<file path="src/rtl/ctrl_mc.sv">
// ctrl_mc: multi-cycle MIPS-subset control unit, one state per cycle, Moore outputs (IF/memory states gated by MIO_ready).
// Ports: clk, rst (async, active-high); Inst_in (IR: op [31:26], funct [5:0]), MIO_ready, zero, overflow in;
//        memory strobes (MemRead, MemWrite, IorD), IR/PC loads (IRWrite, PCWrite, PCWriteCond, Branch, PCSource),
//        ALU operand/op selects (ALUSrc_A, ALUSrc_B, ALU_Control), write-back controls (RegDst, RegWrite,
//        DatatoReg, Jal) and state_out (debug) out.
// Config: define OVERFLOW_TRAP_EN to suppress write-back of add/sub/addi on signed overflow and add the ov_trap output.
module ctrl_mc (
    input  logic        clk,
    input  logic        rst,
    input  logic [31:0] Inst_in,
    input  logic        MIO_ready,
    input  logic        zero,
    input  logic        overflow,
    output logic        MemRead,
    output logic        MemWrite,
    output logic        IorD,
    output logic        IRWrite,
    output logic        PCWrite,
    output logic        PCWriteCond,
    output logic [1:0]  Branch,
    output logic [1:0]  PCSource,
    output logic        ALUSrc_A,
    output logic [1:0]  ALUSrc_B,
    output logic [2:0]  ALU_Control,
    output logic        RegDst,
    output logic        RegWrite,
    output logic [1:0]  DatatoReg,
    output logic        Jal,
`ifdef OVERFLOW_TRAP_EN
    output logic        ov_trap,
`endif
    output logic [4:0]  state_out
);
    typedef enum logic [4:0] {
        S_IF = 5'd0, S_ID, S_MEM_ADR, S_MEM_RD, S_LW_WB, S_MEM_WR, S_R_EXE,
        S_R_WB, S_BEQ, S_BNE, S_J, S_JAL, S_I_EXE, S_I_WB
    } state_t;
    state_t state_q, state_d;
    logic [5:0] op, fn;
    logic [2:0] r_alu, i_alu;
    logic r_known, ov_hit;
    assign op = Inst_in[31:26];
    assign fn = Inst_in[5:0];
    assign state_out = state_q;
    assign r_alu = fn == 6'b100010 ? 3'b110 :
                   fn == 6'b100100 ? 3'b000 :
                   fn == 6'b100101 ? 3'b001 :
                   fn == 6'b101010 ? 3'b111 :
                   fn == 6'b100111 ? 3'b100 : 3'b010;
    assign r_known = fn inside {6'b100000, 6'b100010, 6'b100100, 6'b100101, 6'b101010, 6'b100111};
    assign i_alu = op == 6'b001010 ? 3'b111 : 3'b010;
`ifdef OVERFLOW_TRAP_EN
    // Only the signed arithmetic ops (add, sub, addi) trap; slt/slti/logic ops ignore the flag.
    assign ov_hit = overflow && ((state_q == S_R_WB && (fn == 6'b100000 || fn == 6'b100010)) ||
                                 (state_q == S_I_WB && op == 6'b001000));
    assign ov_trap = ov_hit && !rst;
    logic unused_bits;
    assign unused_bits = ^{Inst_in[25:6], zero};
`else
    assign ov_hit = 1'b0;
    logic unused_bits;
    assign unused_bits = ^{Inst_in[25:6], zero, overflow};
`endif
    always_ff @(posedge clk or posedge rst) begin
        if (rst) state_q <= S_IF;
        else     state_q <= state_d;
    end
    always_comb begin
        state_d     = S_IF;
        MemRead     = 1'b0;
        MemWrite    = 1'b0;
        IorD        = 1'b0;
        IRWrite     = 1'b0;
        PCWrite     = 1'b0;
        PCWriteCond = 1'b0;
        Branch      = 2'b00;
        PCSource    = 2'b00;
        ALUSrc_A    = 1'b0;
        ALUSrc_B    = 2'b00;
        ALU_Control = 3'b000;
        RegDst      = 1'b0;
        RegWrite    = 1'b0;
        DatatoReg   = 2'b00;
        Jal         = 1'b0;
        // Outputs stay all-zero for the whole reset assertion, not just after the state register clears.
        if (!rst) begin
            case (state_q)
                S_IF: begin
                    MemRead     = 1'b1;
                    ALUSrc_B    = 2'b01;
                    ALU_Control = 3'b010;
                    IRWrite     = MIO_ready;
                    PCWrite     = MIO_ready;
                    state_d     = MIO_ready ? S_ID : S_IF;
                end
                S_ID: begin
                    ALUSrc_B    = 2'b11;
                    ALU_Control = 3'b010;
                    case (op)
                        6'b000000:            state_d = S_R_EXE;
                        6'b100011, 6'b101011: state_d = S_MEM_ADR;
                        6'b000100:            state_d = S_BEQ;
                        6'b000101:            state_d = S_BNE;
                        6'b000010:            state_d = S_J;
                        6'b000011:            state_d = S_JAL;
                        6'b001000, 6'b001010: state_d = S_I_EXE;
                        default:              state_d = S_IF;
                    endcase
                end
                S_MEM_ADR: begin
                    ALUSrc_A    = 1'b1;
                    ALUSrc_B    = 2'b10;
                    ALU_Control = 3'b010;
                    state_d     = op == 6'b100011 ? S_MEM_RD : S_MEM_WR;
                end
                S_MEM_RD: begin
                    MemRead = 1'b1;
                    IorD    = 1'b1;
                    state_d = MIO_ready ? S_LW_WB : S_MEM_RD;
                end
                S_LW_WB: begin
                    DatatoReg = 2'b01;
                    RegWrite  = 1'b1;
                end
                S_MEM_WR: begin
                    MemWrite = 1'b1;
                    IorD     = 1'b1;
                    state_d  = MIO_ready ? S_IF : S_MEM_WR;
                end
                S_R_EXE: begin
                    ALUSrc_A    = 1'b1;
                    ALU_Control = r_alu;
                    state_d     = r_known ? S_R_WB : S_IF;
                end
                S_R_WB: begin
                    RegDst      = 1'b1;
                    RegWrite    = !ov_hit;
                    ALU_Control = r_alu;
                end
                S_BEQ, S_BNE: begin
                    ALUSrc_A    = 1'b1;
                    ALU_Control = 3'b110;
                    PCWriteCond = 1'b1;
                    PCSource    = 2'b01;
                    Branch      = state_q == S_BEQ ? 2'b01 : 2'b10;
                end
                S_J: begin
                    PCWrite  = 1'b1;
                    PCSource = 2'b10;
                end
                S_JAL: begin
                    PCWrite   = 1'b1;
                    PCSource  = 2'b10;
                    RegWrite  = 1'b1;
                    Jal       = 1'b1;
                    DatatoReg = 2'b10;
                end
                S_I_EXE: begin
                    ALUSrc_A    = 1'b1;
                    ALUSrc_B    = 2'b10;
                    ALU_Control = i_alu;
                    state_d     = S_I_WB;
                end
                S_I_WB: begin
                    RegWrite    = !ov_hit;
                    ALU_Control = i_alu;
                end
                default: state_d = S_IF;
            endcase
        end
    end
endmodule

</file>
<file path="config.mk">
export PLATFORM = sky130hd
export DESIGN_NAME = ctrl_mc
export DESIGN_NICKNAME = d
export VERILOG_FILES = /design/src/rtl/ctrl_mc.sv
export SDC_FILE = /design/constraint.sdc
export NUM_CORES = 1
export LEC_CHECK = 0
export CAP_MARGIN = 40
export CORE_MARGIN = 2
export CORE_UTILIZATION = 36
export DETAILED_ROUTE_END_ITERATION = 10
export PLACE_DENSITY = 0.86
export SLEW_MARGIN = 20
export SYNTH_ARGS = -nofsm -noshare
export SYNTH_HDL_FRONTEND = slang
export SYNTH_SLANG_ARGS = --single-unit
</file>
<file path="constraint.sdc">
create_clock -name clk -period 2 [get_ports clk]
set_input_delay 0.4 -clock clk [delete_from_list [all_inputs] [get_ports clk]]
set_output_delay 0.4 -clock clk [all_outputs]
set_load 0.02 [all_outputs]
</file>
; Word level (Yosys, flattened, before mapping)
; Cells that the tools add are included.
[word_totals]
reg_bits = 5
latchBits = 0
ramBits = 0
mem_bits_ro = 0
inputBits = 37
out_inout_bits = 26
elab_cells = 88
n_memories = 0
[classes]
addsub = 0
multipliers = 0
n_div = 0
order_cmp = 0
eq_ne = 27
shift = 0
n_mux = 45
n_bitwise = 0
reduce_logical = 15
[ops]
columns = cell, count
row1 = $pmux 4 s7, 2
row2 = $eq 6x6->1 const B, 8
row3 = $mux 3, 11
row4 = $eq 5x4->1 const B, 6
row5 = $eq 5x3->1 const B, 4
row6 = $mux 1, 20
row7 = $reduce_or 2->1, 9
row8 = $eq 6x2->1 const B, 2
row9 = $eq 6x3->1 const B, 2
row10 = $eq 6x4->1 const B, 2
row11 = $mux 2, 6
row12 = $pmux 3 s4, 1
row13 = $eq 5x2->1 const B, 2
row14 = $pmux 2 s2, 2
row15 = $logic_not 6->1, 1
row16 = $pmux 2 s3, 1
row17 = $reduce_bool 6->1, 1
row18 = $eq 5x1->1 const B, 1
row19 = $logic_not 5->1, 1
row20 = $reduce_or 5->1, 1
row21 = $mux 4, 1
row22 = $reduce_or 4->1, 1
row23 = $reduce_or 3->1, 1
row24 = $pmux 1 s2, 1

; Depth between registers and ports, before layout
; Gate-level depths: netlist of the first run.
[logic_depth]
depth_word = 8
mapped_depth = 6
depth_no_buf = 4

; Worst setup path before layout of the first run
; No wires, ideal clock.
[synth_path]
path_type = reg2out
from = register state_q[1] (netlist: state_out[1])
to = output ALUSrc_B[0]
arrival_time_ps = 1589
setup_slack_ps = 11
stages_incl_launch_ff = 4
cell_sequence = dfrtp_1 -> buf_2 -> buf_2 -> nor4_1
[synth_between]
elab_chain_cells = 4
elab_cells_between_ends = 7
classes_between = 3 x eq/ne / 2 x mux / 2 x reduce/logical
[synth_lines]
columns = item, line
row1 = "start, declared", 38  ; state_t state_q, state_d;
row2 = "start signal, assigned", 66  ; else state_q <= state_d;
row3 = $eq 5x4->1 or $eq 5x2->1 (tied branches), 87  ; case (state_q)
row4 = $reduce_or 2->1 (no source line), -
row5 = $pmux 2 s3 *, 87
row6 = $mux 2 *, 86  ; if (!rst) begin
row7 = "end, declared", 23  ; output logic [1:0] ALUSrc_B,
; Every way passes the cells marked *; elsewhere a longest branch is shown, timed or not.

; Worst setup path in the final report of the first run
[layout_path]
from = input Inst_in[4]
to = output ALU_Control[2]
[layout_between]
elab_chain_cells = 8
elab_cells_between_ends = 12
classes_between = 5 x eq/ne / 7 x mux
[layout_lines]
columns = item, line
row1 = "start, declared", 10  ; input logic [31:0] Inst_in,
row2 = $eq 6x6->1, 49  ; fn == 6'b100111 ? 3'b100 : 3'b010;
row3 = $mux 3, 49
row4 = $mux 3, 48  ; fn == 6'b101010 ? 3'b111 :
row5 = $mux 3, 47  ; fn == 6'b100101 ? 3'b001 :
row6 = $mux 3, 46  ; fn == 6'b100100 ? 3'b000 :
row7 = $mux 3 *, 45  ; assign r_alu = fn == 6'b100010 ? 3'b110 :
row8 = $pmux 3 s4 *, 87
row9 = $mux 3 *, 86
row10 = "end, declared", 24  ; output logic [2:0] ALU_Control,
; Marked as above.

==> results of run 1 <==
-- cells in the final DEF (no fill, tap or decap), types with 3 or more instances in the layout --
cell	instances
dlymetal6s2s_1	4
buf_2	5
nand2b_1	6
a21oi_1	9
buf_6	4
and3_1	3
a31oi_1	6
dlygate4sd2_1	8
dfrtp_2	3
nor2_2	3
nand2_1	8
nor2_1	7
clkdlybuf4s50_1	9
nand3b_1	4
clkbuf_2	6
buf_4	45
inv_1	3
nand3_1	5
nand2b_4	4
clkbuf_4	3
nor3_1	7
o21ai_0	3
-- path summary, 6_finish.rpt --
check	from	end	slack [ns]	depth (start not counted)
hold / removal	rst	state_out[0]$_DFF_PP0_	0.40	3
max in group asynchronous	rst	state_out[1]$_DFF_PP0_	1.48	3
setup / recovery	Inst_in[4]	ALU_Control[2]	0.04	5
setup reg to reg	state_out[1]$_DFF_PP0_	state_out[2]$_DFF_PP0_	0.25	6
hold reg to reg	state_out[1]$_DFF_PP0_	state_out[3]$_DFF_PP0_	0.73	2
min in group clk	state_out[1]$_DFF_PP0_	state_out[3]$_DFF_PP0_	0.73	2
-- layer usage --
layer	track usage (%)	vias to the layer above	wire length, um
li1	-	584	-
met1	24.5	582	1250
met2	49.1	58	1860
met3	5.26	16	188
met4	15.3	0	111
met5	0	-	0
-- worst register-to-register path: stages, from the launching register on --
cell	delay [ns]
dfrtp_2	0.47
buf_4	0.19
nand2b_1	0.20
buf_4	0.16
nor3_1	0.29
nand3_1	0.14
a41oi_1	0.21
-- through the flow --
step	total power [W]	setup slack, ns	std cells	hold slack (ns)	setup TNS (ns)
final	0.000375	0.0375	223	0.396	0
after global routing	0.000396	-0.0243	223	0.397	-0.0590
after CTS	0.000365	0.00119	219	0.382	0
after detailed placement	0.000273	-0.678	213	0.750	-7.14
after global placement	0.000265	-0.605	213	0.750	-6.78
after floorplan	0.000166	0.0107	118	0.397	0
-- final cells by class --
class                           instances  area (um^2)  area share (%)
Sequential cell                         4          104            6.65
Tap cell                               28         35.0            2.24
Inverter                                3         11.3           0.721
Clock buffer                            3         22.5            1.44
Multi-Input combinational cell        100          692            44.3
Timing Repair Buffer                   85          697            44.6
-- kinds of logic after synthesis --
group	after synthesis
simple gates	65
compound gates	30
buf+inv	14
flops	4
xor+xnor	2
mux	2
other cells	1
-- power by group through the flow --
stage / Sequential, W / Combinational, W / Clock (W)
after floorplan: 0.0000887 / 0.0000774 / 0
after detailed placement: 0.0000875 / 0.000185 / 0
after global routing: 0.0000877 / 0.000210 / 0.0000987
final: 0.0000876 / 0.000197 / 0.0000912
after global placement: 0.0000874 / 0.000177 / 0
after CTS: 0.0000866 / 0.000185 / 0.0000939
-- timing repair --
| item | 4_1_cts | 5_1_grt |
|---|---|---|
| endpoints found under the setup margin | 21 | 17 |
| resized for setup | 65 | 43 |
| hold buffers | 0 | 0 |
| pin swaps | 3 | 8 |
| buffers inserted | 3 | 4 |
==> impl_metrics.csv, run 1 <==
group,metric,value,unit
run_status,status,"complete, no violations",
cells_and_area,num-fill-cells,161,
synthesis,ys_types,41,
route,ant_nets,0,
clock_network,cts_root_buffer,"clkbuf_4",
flow_run,maxCapViolCount,0,
synthesis,synth.area.top_cells,"dfrtp_1, nand2b_1, a21oi_1, nor3_1, a31oi_1",
critical_path,cp.required,1.60,ns
route,via_per_inst,5.56,
route,first_pass_iters,4,
critical_path,worstSetupEndpointType,"primary output",
route,num_vias,1240,
placed_design,gp_congestion,0.871,
cells_and_area,area_delta_synth_final,95.0,%
synthesis,syn_inst,118,
global_routing,grt_pass1_wl,5.21,mm
synthesis,synth_flop_cell,"dfrtp_1",
synthesis,postSynthRegisterBits,4,
critical_path,path_cells,"clkdlybuf4s50_1 -> and4b_1 -> nand3_1 -> a21oi_1 -> buf_4",
cells_and_area,fin_area,1560,um^2
clock_network,cts.path.max_buffers,2,
floorplan,dieHeight,51.2,um
synthesis,syn_avg_cell_area,6.79,um^2
cells_and_area,antennaDiodeCount,0,
clock_network,cts_tree,"done",
clock_network,clkTransAtPathRegs,0.03,ns
global_routing,grt_usage,25.6,%
global_routing,globalRouteOverflowTotal,0,
clock_network,cts.htree.levels,1,
clock_network,cts-buffers-inserted,3,
clock_network,clock_latency,0.22,ns
synthesis,synthArstFlopShare,100,%
synthesis,syn_nets,155,
route,dr.first_iter.drc_count,19,
synthesis,ys_seq_area_share,12.5,%
synthesis,synthMuxAreaShare,2.81,%
pwr,pwr-share-seq,23.3,%
pwr,intPower,0.000251,W
timing,finalCriticalPeriod,1.96,ns
timing,fin_crit_sh,98.1,%
critical_path,timing.critical_path.arrival,1.56,ns
timing,skew,0.000152,ns
critical_path,critPathMaxFanout,3,
timing,setup_viol,0,
global_routing,antenna_found_initial,0,
clock_network,clock_sinks,4,
pwr,leakage,0.749,nW
synthesis,synth-adder-area-share,0,%
pwr,power.share.combinational,52.4,%
cells_and_area,largest_reg_flops,4,
floorplan,dieArea,2620,um^2
placed_design,port_buffers,39,
synthesis,synth.most_common_cell,"nor2_1",
pwr,p_sw_share,33.2,%
critical_path,cp-start-kind,"primary input",
cells_and_area,final_core_util,72.7,%
pwr,power.density,240,nW/um^2
global_routing,grt_max_degree,11,
floorplan,io_pins,63,
synthesis,synthSimpleGateAreaFrac,46.9,%
pwr,vdd_ir_drop_max,0.000307,V
cells_and_area,nets,234,
pwr,p_clk_share,24.3,%
synthesis,synth_compound_area_share,24.7,%
synthesis,synth-xor-area-share,2.19,%
timing,hold_violations,0,
route,avgRoutedWirePerCell,15.3,um
critical_path,worst_path_max_delay_cell,"clkdlybuf4s50_1",
critical_path,crit_type,"in2out",
critical_path,crit_path_max_incr_delay,0.42,ns
synthesis,synth_top_family_by_area,"simple AND/OR/NAND/NOR gates",
floorplan,rows,17,
global_routing,grt_pass1_vias,1252,
timing,rsz0062_at_grt,"yes",
placed_design,placed_cell_area,1450,um^2
synthesis,yosysTopAreaCell,"dfrtp_1",
timing,fmax,510,MHz
critical_path,crit_buf_inv,2,
worst_hold_path,hp-class,"in2async",
synthesis,ys_warn_count,0,
route,drc,0,
floorplan,initial_core_util,37.3,%
floorplan,die_w,51.2,um
synthesis,syn_area,801,um^2
synthesis,synth_edf_count,0,
route,wirelength,3.42,mm
placed_design,dp_hpwl,2.42,mm
synthesis,yosys-top-cells-count,"nor2_1, a21oi_1, nand2_1, nand2b_1, nor3_1",
critical_path,crit_family,"buffers and inverters",
synthesis,synth.top_cell.area_share,12.5,%
cells_and_area,drive_gt1_share,44.6,%
timing,drv_slew,0,
floorplan,core-area,2150,um^2
pwr,switchingPower,0.000125,W
No activity file was read; power rests on OpenSTA's default activity.
==> run 2: changes to the inputs <==
MAX_ROUTING_LAYER = met4   (was default)
SETUP_SLACK_MARGIN = 0.02   (was default)
==> run 2 against run 1 <==
  * Wire length decreased by 6.6%
  * Combinational power decreased by 4%
  * Via count decreased by 4.5%
  * Worst setup slack improved by 0.0019 ns
  * Clock-buffer cell count unchanged
  * Cell count decreased by 2.7%
  * Critical path depth increased by 1
  * Total power increased by 0.33%
  * Register-to-register slack improved by 0.04 ns
  * Critical endpoint unchanged
  * Largest cell class is now multi-input combinational cells
  * Largest power group unchanged
  * Highest routed layer unchanged
==> impl_metrics.csv, run 2 (same netlist as run 1, synthesis figures left out) <==
group,metric,value,unit
critical_path,crit_family,"buffers and inverters",
floorplan,dieArea,2620,um^2
critical_path,critPathMaxFanout,8,
critical_path,crit_type,"reg2out",
timing,rsz0062_at_grt,"yes",
clock_network,clock_latency,0.24,ns
clock_network,cts-buffers-inserted,3,
critical_path,crit_buf_inv,3,
timing,skew,0.00826,ns
critical_path,crit_path_max_incr_delay,0.45,ns
route,ant_nets,0,
timing,hold_violations,0,
cells_and_area,area_delta_synth_final,88.9,%
cells_and_area,largest_reg_flops,4,
critical_path,cp.required,1.60,ns
pwr,vdd_ir_drop_max,0.000261,V
cells_and_area,drive_gt1_share,41.3,%
route,dr.first_iter.drc_count,16,
timing,drv_slew,0,
placed_design,preCtsSetupSlack,-0.733,ns
floorplan,dieHeight,51.2,um
pwr,leakage,0.701,nW
route,avgRoutedWirePerCell,14.7,um
cells_and_area,final_core_util,70.4,%
route,drc,0,
worst_hold_path,hp-class,"in2async",
placed_design,dp_hpwl,2.32,mm
clock_network,clock_sinks,4,
critical_path,timing.critical_path.arrival,1.56,ns
floorplan,core-area,2150,um^2
route,first_pass_iters,4,
route,num_vias,1184,
timing,setup_viol,0,
floorplan,die_w,51.2,um
floorplan,rows,17,
critical_path,cp-start-kind,"flip-flop",
pwr,power.density,249,nW/um^2
clock_network,cts.path.max_buffers,2,
global_routing,grt_max_degree,11,
timing,fmax,510,MHz
timing,finalCriticalPeriod,1.96,ns
global_routing,antenna_found_initial,0,
run_status,status,"complete, no violations",
critical_path,cpMostUsedCell,"buf_4",
clock_network,hold_buffers,0,
clock_network,cts_tree,"done",
cells_and_area,mostFrequentLayoutCell,"buf_4",
floorplan,initial_core_util,37.3,%
cells_and_area,final_cell_mix,"buf_4, clkdlybuf4s50_1, dlygate4sd2_1",
timing,fin_hold_ws,0.433,ns
global_routing,globalRouteOverflowTotal,0,
clock_network,clkTransAtPathRegs,0.04,ns
placed_design,port_buffers,39,
cells_and_area,nets,228,
flow_run,maxCapViolCount,0,
route,wirelength,3.19,mm
cells_and_area,num-fill-cells,166,
cells_and_area,antennaDiodeCount,0,
critical_path,worst_path_max_delay_cell,"dfrtp_2",
placed_design,gp_congestion,0.959,
critical_path,worstSetupEndpointType,"primary output",
floorplan,io_pins,63,
global_routing,grt_pass1_vias,1137,
critical_path,path_cells,"buf_6 -> nand2b_4 -> o211ai_1 -> buf_4 -> a21oi_1 -> buf_4",
global_routing,grt_usage,25.4,%
global_routing,grt_pass1_wl,4.95,mm
clock_network,cts_root_buffer,"clkbuf_4",
timing,fin_ws,0.0394,ns
route,via_per_inst,5.46,
clock_network,cts.htree.levels,1,
timing,fin_crit_sh,98.0,%
run 2: worst register-to-register path, cell delays in order, from the launching register on:
cell,delay (ns)
dfrtp_2,0.47
buf_4,0.17
nand2b_1,0.19
buf_4,0.15
nor3_1,0.25
nand3_1,0.12
a41oi_1,0.24
run 2: metal layers:
layer	GRT usage [%]	share of wire, %	up-vias
met5	-	0	-
met4	12.6	3.5	0
met3	3.22	5.7	13
met2	48.7	54	50
met1	24.8	37	553
li1	-	-	568
run 2: final timing paths:
path | end | slack [ns] | startpoint | depth (start not counted)
hold / removal | state_out[0]$_DFF_PP0_ | 0.43 | rst | 3
setup reg to reg | state_out[2]$_DFF_PP0_ | 0.29 | state_out[1]$_DFF_PP0_ | 6
max in group asynchronous | state_out[2]$_DFF_PP0_ | 1.44 | rst | 3
setup / recovery | ALU_Control[2] | 0.04 | state_out[3]$_DFF_PP0_ | 6
hold reg to reg | state_out[3]$_DFF_PP0_ | 0.73 | state_out[1]$_DFF_PP0_ | 2
min in group clk | state_out[3]$_DFF_PP0_ | 0.73 | state_out[1]$_DFF_PP0_ | 2
run 2: timing repair:
item	CTS	global route
gates cloned	0	0
endpoints found under the hold margin	0	0
pin swaps	4	2
buffers inserted	4	1
resized for setup	72	23
endpoints found under the setup margin	22	16
run 2: cell type report:
cell class	instances	area (um^2)	area share [%]
Multi-Input combinational cell	100	693	45.8
Sequential cell	4	104	6.87
Clock buffer	3	22.5	1.49
Inverter	3	11.3	0.744
Tap cell	28	35.0	2.32
Timing Repair Buffer	79	647	42.8
run 2: metrics by stage:
| stage | std cells | setup TNS [ns] | area (um^2) | power (W) |
|---|---|---|---|---|
| floorplan | 118 | 0 | 807 | 0.000167 |
| global placement | 209 | -7.06 | 1420 | 0.000263 |
| detailed placement | 209 | -7.93 | 1420 | 0.000269 |
| CTS | 216 | -0.0639 | 1470 | 0.000368 |
| global route | 217 | -0.0319 | 1510 | 0.000392 |
| finish | 217 | 0 | 1510 | 0.000377 |
run 2: power by group:
group | internal (W) | leakage, nW | switching [W]
clock | 0.0000671 | 0.0138 | 0.0000337
sequential | 0.0000834 | 0.0499 | 0.00000343
combinational | 0.0000955 | 0.637 | 0.0000934
total | 0.000246 | 0.701 | 0.000131
